===== config.mk =====
export PLATFORM = sky130hd
export DESIGN_NAME = operand_issue_stage
export DESIGN_NICKNAME = d
export VERILOG_FILES = /design/src/rtl/operand_issue_stage.sv
export SDC_FILE = /design/constraint.sdc
export NUM_CORES = 1
export LEC_CHECK = 0
export ABC_AREA = 1
export CAP_MARGIN = 10
export CELL_PAD_IN_SITES_DETAIL_PLACEMENT = 0
export CELL_PAD_IN_SITES_GLOBAL_PLACEMENT = 2
export CORE_MARGIN = 2
export CORE_UTILIZATION = 23
export DETAILED_ROUTE_END_ITERATION = 10
export PLACE_DENSITY = 0.89
export SLEW_MARGIN = 10
export SYNTH_ARGS = -nofsm -noshare
export SYNTH_HDL_FRONTEND = slang
export SYNTH_SLANG_ARGS = --single-unit

===== constraint.sdc =====
create_clock -name clk -period 2 [get_ports clk]
set_input_delay 0.2 -clock clk [delete_from_list [all_inputs] [get_ports clk]]
set_output_delay 0.2 -clock clk [all_outputs]
set_load 0.1 [all_outputs]

===== src/rtl/operand_issue_stage.sv =====
// Issue stage: reads source operands (with writeback bypass), tracks in-flight writes in a
// scoreboard, and holds the issued instruction in a valid/ready output register.
module operand_issue_stage #(
  parameter int unsigned XLEN       = 32,
  parameter int unsigned REG_ADDR_W = 5
) (
  input  logic                  clk,
  input  logic                  rst,
  input  logic                  inValid,
  output logic                  inReady,
  input  logic [REG_ADDR_W-1:0] inRs1,
  input  logic [REG_ADDR_W-1:0] inRs2,
  input  logic                  inUseRs1,
  input  logic                  inUseRs2,
  input  logic [REG_ADDR_W-1:0] inRd,
  input  logic                  inWritesRd,
  input  logic [31:0]           inCtrl,
  output logic [REG_ADDR_W-1:0] rfReadAddress1,
  output logic [REG_ADDR_W-1:0] rfReadAddress2,
  input  logic [XLEN-1:0]       rfReadData1,
  input  logic [XLEN-1:0]       rfReadData2,
  input  logic                  wbValid,
  input  logic [REG_ADDR_W-1:0] wbAddress,
  input  logic [XLEN-1:0]       wbData,
  input  logic                  flush,
  output logic                  outValid,
  input  logic                  outReady,
  output logic [XLEN-1:0]       outOperand1,
  output logic [XLEN-1:0]       outOperand2,
  output logic [REG_ADDR_W-1:0] outRd,
  output logic                  outWritesRd,
  output logic [31:0]           outCtrl
);

  localparam int unsigned NumRegs = 1 << REG_ADDR_W;

  logic [NumRegs-1:0]    busy_q, busy_d;
  logic                  out_valid_q, out_valid_d;
  logic [XLEN-1:0]       out_op1_q, out_op1_d;
  logic [XLEN-1:0]       out_op2_q, out_op2_d;
  logic [REG_ADDR_W-1:0] out_rd_q, out_rd_d;
  logic                  out_writes_rd_q, out_writes_rd_d;
  logic [31:0]           out_ctrl_q, out_ctrl_d;

  logic                  rs1_zero, rs2_zero, rd_zero;
  logic                  byp1, byp2, byp_rd;
  logic                  raw_hazard, waw_hazard;
  logic                  accept;
  logic [XLEN-1:0]       op1, op2;

  assign rfReadAddress1 = inRs1;
  assign rfReadAddress2 = inRs2;

  always_comb begin
    rs1_zero = (inRs1 == '0);
    rs2_zero = (inRs2 == '0);
    rd_zero  = (inRd == '0);
    byp1     = wbValid && (wbAddress == inRs1);
    byp2     = wbValid && (wbAddress == inRs2);
    byp_rd   = wbValid && (wbAddress == inRd);

    if (!inUseRs1 || rs1_zero) op1 = '0;
    else if (byp1)             op1 = wbData;
    else                       op1 = rfReadData1;

    if (!inUseRs2 || rs2_zero) op2 = '0;
    else if (byp2)             op2 = wbData;
    else                       op2 = rfReadData2;

    // A producer writing back this cycle no longer blocks its consumer.
    raw_hazard = (inUseRs1 && !rs1_zero && busy_q[inRs1] && !byp1) ||
                 (inUseRs2 && !rs2_zero && busy_q[inRs2] && !byp2);
    waw_hazard = inWritesRd && !rd_zero && busy_q[inRd] && !byp_rd;

    inReady = !rst && !flush && !raw_hazard && !waw_hazard && (!out_valid_q || outReady);
    accept  = inValid && inReady;
  end

  always_comb begin
    busy_d          = busy_q;
    out_valid_d     = out_valid_q;
    out_op1_d       = out_op1_q;
    out_op2_d       = out_op2_q;
    out_rd_d        = out_rd_q;
    out_writes_rd_d = out_writes_rd_q;
    out_ctrl_d      = out_ctrl_q;

    if (wbValid) busy_d[wbAddress] = 1'b0;
    if (flush && out_valid_q && out_writes_rd_q && (out_rd_q != '0)) busy_d[out_rd_q] = 1'b0;
    // Set after clear so a same-cycle set wins.
    if (accept && inWritesRd && !rd_zero) busy_d[inRd] = 1'b1;
    busy_d[0] = 1'b0;

    if (accept) begin
      out_valid_d     = 1'b1;
      out_op1_d       = op1;
      out_op2_d       = op2;
      out_rd_d        = inRd;
      out_writes_rd_d = inWritesRd;
      out_ctrl_d      = inCtrl;
    end else if (flush || outReady) begin
      out_valid_d = 1'b0;
    end
  end

  always_ff @(posedge clk) begin
    if (rst) begin
      busy_q          <= '0;
      out_valid_q     <= 1'b0;
      out_op1_q       <= '0;
      out_op2_q       <= '0;
      out_rd_q        <= '0;
      out_writes_rd_q <= 1'b0;
      out_ctrl_q      <= '0;
    end else begin
      busy_q          <= busy_d;
      out_valid_q     <= out_valid_d;
      out_op1_q       <= out_op1_d;
      out_op2_q       <= out_op2_d;
      out_rd_q        <= out_rd_d;
      out_writes_rd_q <= out_writes_rd_d;
      out_ctrl_q      <= out_ctrl_d;
    end
  end

  assign outValid    = out_valid_q;
  assign outOperand1 = out_op1_q;
  assign outOperand2 = out_op2_q;
  assign outRd       = out_rd_q;
  assign outWritesRd = out_writes_rd_q;
  assign outCtrl     = out_ctrl_q;

endmodule

==> PnR_summary.wiki <==
{| class="wikitable"
! Metric !! Value
|-
| Final hold vios || 0
|-
| Hold WC Path Type || in -> reg
|-
| Combined area of the multi-input logic cells || 0.004168 mm²
|-
| Critical Path Fanout Max || 3
|-
| Proportion of synthesized chip area in sequential cells || 0.3507
|-
| Max-capacitance violation count || 0
|-
| Gp weighted congestion || 0.8941
|-
| Share of synthesized registers carrying an async set or reset || 0
|-
| Cells after DPL || 1925
|-
| Die area || 0.03473 mm²
|-
| CTS Hold Buffers Added || 0
|-
| Yosys reg bits || ~130
|-
| Leakage power total || 5.163 nW
|-
| Area occupied by registers || 0.002714 mm²
|-
| Core footprint || approximately 0.033 mm²
|-
| Antenna violations before repair || 2
|-
| GR Util All Layers || 0.1998
|-
| Number of enable flip-flop cells after synthesis || 0
|-
| Number of DRC violations after detailed-routing iteration 0 || 698
|-
| Via count of the first global-routing pass || ~9300
|-
| Count of synthesis-stage warnings from yosys || 0
|-
| Clock tree from TritonCTS || yes
|-
| Setup slack after placement || -0.7023 ns
|-
| DRC violations left || 0
|-
| Worst-case hold slack || 0.08166 ns
|-
| Avg Cell Area, Syn || between 6 and 7 µm²
|-
| Commonest cells post-synth || sky130_fd_sc_hd__nand2_1 (335), sky130_fd_sc_hd__a21oi_1 (203), sky130_fd_sc_hd__dfxtp_1 (134)
|-
| Estimated wirelength of the detail-placed design || about 25 mm
|-
| CTS clk-pin slew, worst paths || 0.06 ns
|-
| Rows || 66
|-
| Cell area after synthesis || 0.007649 mm²
|-
| Slew of the pin with the lowest slew margin || around 0.99 ns
|-
| CTS sink cnt || 134
|-
| Global-route wire length before repair || roughly 54 mm
|-
| Data arrival time of the worst path || 1.94 ns
|-
| Number of buffers inserted during clock tree synthesis || 17
|-
| Outcome || finished, violations left
|-
| Final #Nets || between 1500 and 2000
|-
| Pwr dens || 605.3 mW/mm²
|-
| Worst supply voltage drop on vdd || 0.5887 mV
|-
| Number of endpoints failing setup at the final stage || 41
|-
| Final worst-path cycle share || 1.070
|-
| Largest buffer count on any clock path || 2
|-
| Category of the critical setup timing path || in -> out
|-
| Final worst clock skew || 0.01479 ns
|-
| Headroom to the max-slew limit || 0.3374
|-
| RSZ-0062 raised after global routing || true
|-
| Top post-synthesis cells by area || sky130_fd_sc_hd__dfxtp_1 (35%), sky130_fd_sc_hd__nand2_1 (16%), sky130_fd_sc_hd__a21oi_1 (13%), sky130_fd_sc_hd__inv_1 (6.5%), sky130_fd_sc_hd__o21ai_0 (3.6%)
|-
| Worst-case setup margin in the final layout || -0.1404 ns
|-
| Yosys top cell area share || 0.3507
|-
| Horizontal extent of the die || 186.4 µm
|-
| Pins Over Slew Limit || 0
|-
| Number of cells produced by synthesis || roughly 1200
|-
| Required time of the critical path || 1.80 ns
|-
| Kind of end point of the critical path || primary output
|-
| Number of antenna-violating nets in the routed design || 0
|-
| Pre-antenna DRT Iters || 5
|-
| Max Clk Rate || 0.4672 GHz
|-
| Area added between synthesis and finish || 62.88%
|-
| Number of fill cells in the layout || roughly 3500
|-
| Post-synth net total || 1361
|-
| DR vias/cell || 4.791
|-
| H-Tree Level Count || 4
|-
| Failing checks || setup timing
|-
| Count of different cell masters after synthesis || 31
|-
| Post-route non-filler standard cell count || 1986
|-
| Shortest period the worst path allows || 2.140 ns
|-
| Dominant cell type by area after synthesis || sky130_fd_sc_hd__dfxtp_1
|-
| Total via count in the routed design || 9514
|-
| Share of the core filled with cells in the final layout || 0.3819
|-
| Most frequently used cell type in the post-synthesis netlist || sky130_fd_sc_hd__nand2_1
|-
| Prevailing post-synth register cell || sky130_fd_sc_hd__dfxtp_1
|-
| Clock tree root buffer cell || sky130_fd_sc_hd__clkbuf_16
|-
| Routed WL per cell || about 18 µm
|-
| Number of primary I/O pins || 271
|-
| Worst skew pair latency || 0.43 ns
|-
| Remaining Overflow, GRT || 0
|-
| Total Wirelength || 36.37 mm
|-
| Count of buffers inserted at the top-level ports || between 200 and 300
|-
| Pin count of the biggest net entering global routing || 81
|-
| Starting density of the core || 0.2345
|-
| Share of layout cells above drive strength 1 || 0.2289
|-
| Startpoint class of the critical path || primary input
|-
| Die span in y || around 190 µm
|}
## area by class of cell
cell class                      count  share of cell area
Timing Repair inverter              1           0.0006026
Antenna cell                        2           0.0004017
Multi-Input combinational cell    840              0.3345
Clock inverter                     14            0.008436
Clock buffer                       18             0.03445
Inverter                          138             0.04228
Tap cell                          442             0.04439
Sequential cell                   134              0.2178
Timing Repair Buffer              397              0.3171
## what timing repair did
action,4_1_cts,5_1_grt
cloned,7,10
setup buffers,8,2
setup endpoints to repair,135,135
pin swaps,5,13
gates resized for setup,65,43
## power by group
group          internal [W]  switching (W)  leakage [nW]
registers           0.00271      0.0000336          1.09
clock network       0.00160        0.00132         0.261
logic              0.000732        0.00115          3.81
## worst paths after layout
| check | from | end | slack (ns) | depth (start not counted) |
|---|---|---|---|---|
| worst min register to register | outOperand2[26] | outOperand2[26] | 0.46 | 2 |
| worst max register to register | busy_q[10] | outOperand2[28] | -0.09 | 15 |
| worst max-delay path | wbAddress[4] | inReady | -0.14 | 13 |
| worst min-delay path | rst | outValid | 0.08 | 3 |
## critical path, stage by stage
cell	delay (ns)
sky130_fd_sc_hd__clkdlybuf4s50_1	0.49
sky130_fd_sc_hd__inv_1	0.08
sky130_fd_sc_hd__buf_4	0.14
sky130_fd_sc_hd__o21ai_1	0.13
sky130_fd_sc_hd__nor2_1	0.07
sky130_fd_sc_hd__nand3_2	0.07
sky130_fd_sc_hd__nand2_1	0.05
sky130_fd_sc_hd__nor2_1	0.11
sky130_fd_sc_hd__nand3_2	0.12
sky130_fd_sc_hd__nand3_4	0.14
sky130_fd_sc_hd__nor2_4	0.05
sky130_fd_sc_hd__buf_8	0.13
sky130_fd_sc_hd__buf_12	0.16
## routing by layer
metal | up-vias | part of all wire | GRT usage
li1 | 4661 | - | -
met1 | 4433 | 0.44 | 0.2612
met2 | 371 | 0.47 | 0.3248
met3 | 49 | 0.067 | 0.04307
met4 | 0 | 0.026 | 0.06923
met5 | - | 0 | 0
## flip-flops by register name, indices dropped and copies added, names as in the netlist
| register | count |
|---|---|
| outValid | 1 |
| outOperand2 | 32 |
| outCtrl | 32 |
| outWritesRd | 1 |
| outOperand1 | 32 |
| busy_q | 31 |
| outRd | 5 |
## cell families (layout without fill, tap and decap cells)
logic type,Yosys count,in the layout,synth area share
AND/OR/NAND/NOR,510,511,0.2773
AO/OA/AOI/OAI,328,328,0.2428
buffers and inverters,231,568,0.1281
flip-flops,134,134,0.3507
XOR/XNOR,1,1,0.001145
other,0,2,0
## stage by stage
step | total power [W] | area, µm² | setup TNS [ns]
2_1_floorplan | 0.003752 | 7652 | 0
5_1_grt | 0.007863 | 12460 | -21.15
6_report | 0.007541 | 12460 | -2.525
3_5_place_dp | 0.004544 | 11210 | -83.09
3_3_place_gp | 0.004547 | 11210 | -87.16
4_1_cts | 0.007572 | 12120 | -3.344
## placed cells by master (no fill, tap or decap), types with 28 or more instances in the layout
| cell | count |
|---|---|
| sky130_fd_sc_hd__nand2_1 | 327 |
| sky130_fd_sc_hd__a21oi_1 | 196 |
| sky130_fd_sc_hd__buf_4 | 194 |
| sky130_fd_sc_hd__clkdlybuf4s50_1 | 139 |
| sky130_fd_sc_hd__inv_1 | 124 |
| sky130_fd_sc_hd__dfxtp_1 | 115 |
| sky130_fd_sc_hd__nor2_1 | 60 |
| sky130_fd_sc_hd__o21ai_0 | 55 |
| sky130_fd_sc_hd__nand3_1 | 44 |
| sky130_fd_sc_hd__nand4_1 | 30 |
| sky130_fd_sc_hd__o221ai_1 | 28 |
No activity file was read; power rests on OpenSTA's default activity.
==> RTL edit, RTL diff (same settings) <==
Set the parameter `XLEN` to 16 (it was 32).
--- a/src/rtl/operand_issue_stage.sv
+++ b/src/rtl/operand_issue_stage.sv
@@ -2,5 +2,5 @@
 // scoreboard, and holds the issued instruction in a valid/ready output register.
 module operand_issue_stage #(
-  parameter int unsigned XLEN       = 32,
+  parameter int unsigned XLEN       = 16,
   parameter int unsigned REG_ADDR_W = 5
 ) (
Ports: changed (5 resized); port bits go from 271 to 191. No check against the original RTL was run, so the function may have changed too.
==> RTL edit against the original RTL <==
  * The run still ends with setup timing left
  * Synthesized area shrank 21%
  * Design area is 19% lower
  * Clock skew grew 0.0020 ns
  * Clock power down 37%
  * Die area shrank 20%
  * Combinational power decreased by 18%
  * Global-route usage down 1.3 points
  * Critical path type is now register to register
  * Wire length fell by 22%
  * Worst setup slack got worse by 0.13 ns
  * Sequential cell count is 32 lower
  * Total power down 27%
  * Utilization rose by 0.87 points
  * Count of clock-buffer cells in the layout is 9 lower
==> RTL edit: results (changes against the original RTL) <==
clkCellAreaFrac: 0.03107  # -0.01182
synth_area_leaders: "dfxtp_1 34%, nand2_1 19%, a21oi_1 12%"
finalSetupViolations: 102  # +150%
portBuffers: 190  # -30%
antenna_cells: 0  # -2
p_sw_uw: 1933  # -23%
grt_use_met2: 0.2885  # -0.03623
crit_arrival_ns: 2.55  # +0.61 ns
clk_latency_ns: 0.37  # -0.06 ns
multi_input_gates: 718  # -15%
m1WireLength_mm: 13.29  # -17%
grt_use_met3: 0.03398  # -0.009087
met3WireLength_mm: 2.042  # -16%
drt_iter0_markers: 542  # -22%
grt_pass1_wl_mm: 41.37  # -24%
regArea_sq_um: 2067  # -24%
yosysUniqueCellTypes: 29  # -6.5%
p_leak_uw: 0.004398  # -15%
antenna_found_initial: 0  # -2
violations: "setup timing"
pre_cts_slack_ns: -0.8776  # -0.1753 ns
multiInputGateArea_sq_um: 3727  # -11%
fin_ws_ns: -0.2668  # -0.1263 ns
use_met1: 0.2667  # +0.005480
vias: 7821  # -18%
bufAreaShareNonClock: 0.3146  # -0.002467
synthesis.nets: 1092  # -20%
synth_commonest_cells: "308 x nand2_1, 147 x a21oi_1, 102 x dfxtp_1"
seq_cell_count: 102  # -24%
slew_headroom: 0.4268  # +0.08940
crit_fanout: 27  # +24
status: "complete, but fails checks"
wl_per_cell_microns: 17.52  # -4.3%
-- RTL edit: path summary, 6_finish.rpt --
path                                     to        start  cells past startpoint
worst max register to register   busy_q[31]   busy_q[10]                     16
worst min-delay path               outRd[0]      inRd[0]                      3
worst max-delay path             busy_q[31]   busy_q[10]                     16
worst min register to register  outCtrl[29]  outCtrl[29]                      2
-- RTL edit: logic make-up after synthesis --
kind of cell,share of synthesized area
flops,0.3359
xor+xnor,0.001441
compound gates,0.1957
buf+inv,0.1165
simple gates,0.3505
-- RTL edit: what timing repair did --
action                                  in CTS  in global routing
pin swaps                                    7                 25
resized for setup                           42                132
endpoints found under the setup margin     103                103
gates cloned                                 1                  9
buffers inserted                             6                  9
-- RTL edit: per-stage QoR --
step / area (sq um) / hold WS, ns
6_report: 10150 / 0.2557
5_1_grt: 10150 / 0.3033
4_1_cts: 9457 / 0.3673
3_5_place_dp: 9020 / 0.4564
3_3_place_gp: 9020 / 0.4526
2_1_floorplan: 6085 / 0.3429
